==> src/rtl/torque_ramp_controller.sv <==
// Soft-start command stage: turns operator run/manoeuvre/torque requests into
// ramped enable/instruction/torque for the display and motor drivers, with e-stop latch.
module torque_ramp_controller #(
    parameter int unsigned STEP_CYCLES = 12_500_000
) (
    input  logic       clk,
    input  logic       rst,
    input  logic       run,
    input  logic       estop,
    input  logic [1:0] cmd_instruction,
    input  logic [1:0] cmd_torque,
    output logic       enable,
    output logic [1:0] instruction,
    output logic [1:0] torque,
    output logic       busy,
    output logic       fault
);

    localparam int unsigned CNT_W = (STEP_CYCLES > 2) ? $clog2(STEP_CYCLES) : 1;
    localparam logic [CNT_W-1:0] CNT_LAST = CNT_W'(STEP_CYCLES - 1);

    typedef enum logic [1:0] {
        IDLE      = 2'd0,
        RAMP_UP   = 2'd1,
        HOLD      = 2'd2,
        RAMP_DOWN = 2'd3
    } state_t;

    state_t           state_q, state_d;
    logic [CNT_W-1:0] cnt_q, cnt_d;
    logic [1:0]       torque_q, torque_d;
    logic [1:0]       instr_q, instr_d;
    logic             enable_q, enable_d;
    logic             fault_q, fault_d;
    logic             busy_q, busy_d;

    logic             in_ramp;
    logic             tick;
    logic             same;
    logic [1:0]       goal;

    always_comb begin
        // NOTE: every variable gets a default first so no path leaves one unassigned (no latches).
        state_d  = state_q;
        cnt_d    = '0;
        torque_d = torque_q;
        instr_d  = instr_q;
        enable_d = enable_q;
        fault_d  = fault_q;

        in_ramp = (state_q == RAMP_UP) || (state_q == RAMP_DOWN);
        tick    = in_ramp && (cnt_q == CNT_LAST);
        same    = run && (cmd_instruction == instr_q);
        goal    = same ? cmd_torque : 2'd0;

        case (state_q)
            IDLE: begin
                enable_d = 1'b0;
                torque_d = 2'd0;
                if (run && (cmd_torque != 2'd0) && !fault_q) begin
                    instr_d  = cmd_instruction;
                    enable_d = 1'b1;
                    state_d  = RAMP_UP;
                end
            end
            RAMP_UP: begin
                // Reaching the goal is checked before the tick so torque never overshoots.
                if (!same || (goal < torque_q)) begin
                    state_d = RAMP_DOWN;
                end else if (goal == torque_q) begin
                    state_d = HOLD;
                end else if (tick && (torque_q != 2'd3)) begin
                    torque_d = 2'(torque_q + 2'd1);
                    if (torque_d == goal) state_d = HOLD;
                end
            end
            HOLD: begin
                if (goal > torque_q)      state_d = RAMP_UP;
                else if (goal < torque_q) state_d = RAMP_DOWN;
            end
            RAMP_DOWN: begin
                if (same && (goal > torque_q)) begin
                    state_d = RAMP_UP;
                end else if (tick) begin
                    if (torque_q != 2'd0) torque_d = 2'(torque_q - 2'd1);
                    if (torque_d == 2'd0) begin
                        state_d  = IDLE;
                        enable_d = 1'b0;
                    end else if (torque_d == goal) begin
                        state_d = HOLD;
                    end
                end
            end
            default: state_d = IDLE;
        endcase

        // Step counter restarts on every state change and idles at 0 outside the ramps.
        if (in_ramp && (state_d == state_q)) begin
            cnt_d = tick ? '0 : CNT_W'(cnt_q + 1'b1);
        end

        if (!estop && !run) fault_d = 1'b0;

        if (estop) begin
            state_d  = IDLE;
            cnt_d    = '0;
            torque_d = 2'd0;
            enable_d = 1'b0;
            fault_d  = 1'b1;
        end

        busy_d = (state_d == RAMP_UP) || (state_d == RAMP_DOWN);
    end

    always_ff @(posedge clk) begin
        // NOTE: state is updated with non-blocking assignments so every flop samples pre-edge values.
        if (rst) begin
            state_q  <= IDLE;
            cnt_q    <= '0;
            torque_q <= 2'd0;
            instr_q  <= 2'd0;
            enable_q <= 1'b0;
            fault_q  <= 1'b0;
            busy_q   <= 1'b0;
        end else begin
            state_q  <= state_d;
            cnt_q    <= cnt_d;
            torque_q <= torque_d;
            instr_q  <= instr_d;
            enable_q <= enable_d;
            fault_q  <= fault_d;
            busy_q   <= busy_d;
        end
    end

    assign enable      = enable_q;
    assign instruction = instr_q;
    assign torque      = torque_q;
    assign busy        = busy_q;
    assign fault       = fault_q;

endmodule

==> config.mk <==
export PLATFORM = sky130hd
export DESIGN_NAME = torque_ramp_controller
export DESIGN_NICKNAME = d
export VERILOG_FILES = /design/src/rtl/torque_ramp_controller.sv
export SDC_FILE = /design/constraint.sdc
export NUM_CORES = 1
export LEC_CHECK = 0
export ABC_AREA = 1
export BUFFER_PORTS_ARGS = -buffer_cell sky130_fd_sc_hd__buf_4
export CORE_ASPECT_RATIO = 1.25
export CORE_MARGIN = 2
export CORE_UTILIZATION = 40
export DETAILED_ROUTE_END_ITERATION = 12
export HOLD_SLACK_MARGIN = 0.08
export PLACE_DENSITY = 0.64
export RECOVER_POWER = 100
export SLEW_MARGIN = 15
export SYNTH_ARGS = -nofsm -noshare
export SYNTH_HDL_FRONTEND = slang
export SYNTH_SLANG_ARGS = --single-unit
==> constraint.sdc <==
create_clock -name clk -period 2.5 [get_ports clk]
set_input_delay 0.5 -clock clk [delete_from_list [all_inputs] [get_ports clk]]
set_output_delay 0.5 -clock clk [all_outputs]
set_load 0.02 [all_outputs]
==> flow_metrics.env <==
export IMPL_outcome="finished clean"
export IMPL_syn_inst=271
export IMPL_hpwl_um=2750
export IMPL_die_y_um=79.5
export IMPL_syn_area_per_cell_sq_um=6.72
export IMPL_port_buffer_count=14
export IMPL_setup_viol=0
export IMPL_first_global_vias=1644
export IMPL_critPathRequiredTime_ns=2.72
export IMPL_grt_ovfl_total=0
export IMPL_power_leakage_nw=0.782
export IMPL_clockRootBuffer="clkbuf_8"
export IMPL_syn_cell_area_sq_um=1820
export IMPL_cts_inserted_buffers=5
export IMPL_ys_types=27
export IMPL_area_growth_pct=14.8
export IMPL_drtPass1Iterations=4
export IMPL_h_tree_depth=2
export IMPL_finalSetupTns_ns=0
export IMPL_ys_top_cells_by_count="nand2_1 (60), nor2_1 (49), inv_1 (45)"
export IMPL_path_depth=13
export IMPL_nNetsFinal=308
export IMPL_fmax_mhz=455
export IMPL_synth_edf_count=0
export IMPL_cp_arrival_ns=2.42
export IMPL_die_w_um=64.4
export IMPL_wl_per_cell_um=10.4
export IMPL_slew_headroom_pct=44.8
export IMPL_drv_slew=0
export IMPL_worstHoldPathType="in2reg"
export IMPL_synth_top_area_cell="dfxtp_1"
export IMPL_grt_antenna_before_repair=0
export IMPL_dr_total_vias=1643
export IMPL_pre_cts_ws_ns=0.0168
export IMPL_synth_most_common_cell="nand2_1"
export IMPL_cts_sinks=32
export IMPL_post_cts_buffers=0
export IMPL_gp_congestion=0.887
export IMPL_yosysSeqAreaShare_pct=35.2
export IMPL_cap_violations=0
export IMPL_yosysWarningCount=0
export IMPL_fin_area_sq_um=2090
export IMPL_synth_flop_cell="dfxtp_1"
export IMPL_synth_async_reset_ratio_pct=0
export IMPL_clkSlewWorstSetupHoldPaths_ns=0.07
export IMPL_rows=27
export IMPL_synthTopCellsByArea="dfxtp_1 (35%), nand2_1 (12%), nor2_1 (10%), inv_1 (9.3%), xor2_1 (5.3%)"
export IMPL_rsz0062_at_grt="false"
export IMPL_cp_end_kind="flop"
export IMPL_cp_buffers_inverters=1
export IMPL_grt_total_usage_pct=16.4
export IMPL_wl_um=3670
export IMPL_timing_hold_violations_final=0
export IMPL_cts_buffer_depth=2
export IMPL_cts_tree="yes"
export IMPL_crit_top_cell="nand2_1"
export IMPL_path_class="reg2reg"
export IMPL_drive_gt1_share_pct=11.8
export IMPL_min_path_cells=2
export IMPL_clk_latency_ns=0.29
export IMPL_cp_slowest_stage_delay_ns=0.36
export IMPL_fillers=481
export IMPL_initial_core_util_pct=41.5
export IMPL_postRouteAntennaNets=0
export IMPL_finalCriticalPeriod_ns=2.20
export IMPL_dieArea_sq_um=5110
export IMPL_fin_ws_ns=0.304
export IMPL_powerDensity_nw_per_um2=477
export IMPL_finalCoreUtilization_pct=47.6
export IMPL_synth_seq_cells=32
export IMPL_hold_ws_ns=0.386
export IMPL_period_share_pct=87.8
export IMPL_drt_drc_violations_left=0
export IMPL_startpoint_type="flop"
export IMPL_synth_nets=284
export IMPL_cp_cell_sequence="inv_1, nand2_1, nand2_1, nor2_2, nand3_1, ha_1, nand2_1, nand2_1, nor2_1, o21ai_1, nand2_1, nand3_2, a21oi_1"
export IMPL_via_per_inst=4.64
export IMPL_grt_start_max_net_pins=25
export IMPL_drt_iter0_drc=54
export IMPL_peakVddDrop_v=0.000231
export IMPL_grt_pass1_wl_um=6510
export IMPL_cp_slowest_cell="dfxtp_1"
export IMPL_worst_slew_pin_slew_ns=0.822
export IMPL_core_sq_um=4390
export IMPL_skew_ns=0.00813
export IMPL_critical_path_top_delay_family="simple AND/OR/NAND/NOR gates"
export IMPL_dpl_cell_area_sq_um=2000
export IMPL_antenna_cells=0
export IMPL_critPathMaxFanout=6
export IMPL_synth_top_area_share_pct=35.2
export IMPL_reg2reg_depth=13
export IMPL_pin_count=15
## power by group
part           internal [W]  switching (W)   total, W
Clock              0.000193       0.000197   0.000391
Combinational     0.0000322      0.0000519  0.0000842
Sequential         0.000516     0.00000670   0.000523
## area by class of cell
class	instances	area [sq um]	area share (%)
multi-input cells	193	1020	48.6
repair buffers	17	101	4.85
flip-flops and latches	32	641	30.6
well taps	58	72.6	3.47
clock buffers	5	68.8	3.29
inverters	46	173	8.26
clock inverters	3	18.8	0.898
## metal layers
metal	GRT usage, %	up-vias	share of wire (%)
li1	-	881	-
met1	16.9	727	43
met2	29.8	27	51
met3	4.37	8	3.4
met4	9.15	0	2.4
met5	0	-	0
## flip-flops by register name (all words and copies together), names as in the netlist
register / cells
enable: 1
instruction: 2
fault: 1
state_q: 1
cnt_q: 24
busy: 1
torque: 2
## layout by cell type, fill, tap and decap left out
cell,Yosys,routed
nand2_1,60,60
nor2_1,49,48
inv_1,45,45
dfxtp_1,32,32
nand3_1,12,12
xor2_1,11,11
buf_4,0,10
a21oi_1,9,9
xnor2_1,8,8
nor2_2,6,7
nor3_1,7,7
clkbuf_1,0,7
o21ai_0,5,5
ha_1,5,5
clkbuf_8,0,5
nand4_1,4,4
nand3_2,2,3
or2_2,2,2
nand3_4,1,2
a211oi_1,2,2
clkinv_2,0,2
nand2_2,1,1
nor3_2,1,1
inv_2,1,1
o21ai_1,1,1
a31oi_1,1,1
o22ai_1,1,1
nand3b_1,1,1
o21bai_1,1,1
or2_0,1,1
clkinv_4,0,1
## final timing paths
| check | startpoint | endpoint | slack (ns) |
|---|---|---|---|
| max | instruction[0] | cnt_q[18] | 0.30 |
| min | rst | fault | 0.39 |
| max reg2reg | instruction[0] | cnt_q[18] | 0.30 |
| min reg2reg | cnt_q[0] | cnt_q[0] | 0.45 |
## kinds of logic (layout without fill, tap and decap cells)
logic type	after synthesis	after routing	synth area share, %
xor gates and xnor gates	19	19	9.13
adders and majority gates	5	5	3.43
and+or+nand+nor	147	149	35.5
AOI/OAI and AO/OA	20	20	6.04
buffers and inverters	48	71	10.7
DFF	32	32	35.2
## metrics by stage
step | power, W | instances
after detailed placement | 0.000621 | 344
final | 0.000998 | 354
after global routing | 0.00105 | 354
after global placement | 0.000621 | 344
after CTS | 0.00102 | 352
after floorplan | 0.000586 | 271
## timing repair
action	4_1_cts	5_1_grt
hold buffers	0	0
resized for setup	0	2
setup endpoints to repair	0	26
Note: power is estimated with default switching activity, not from simulation.
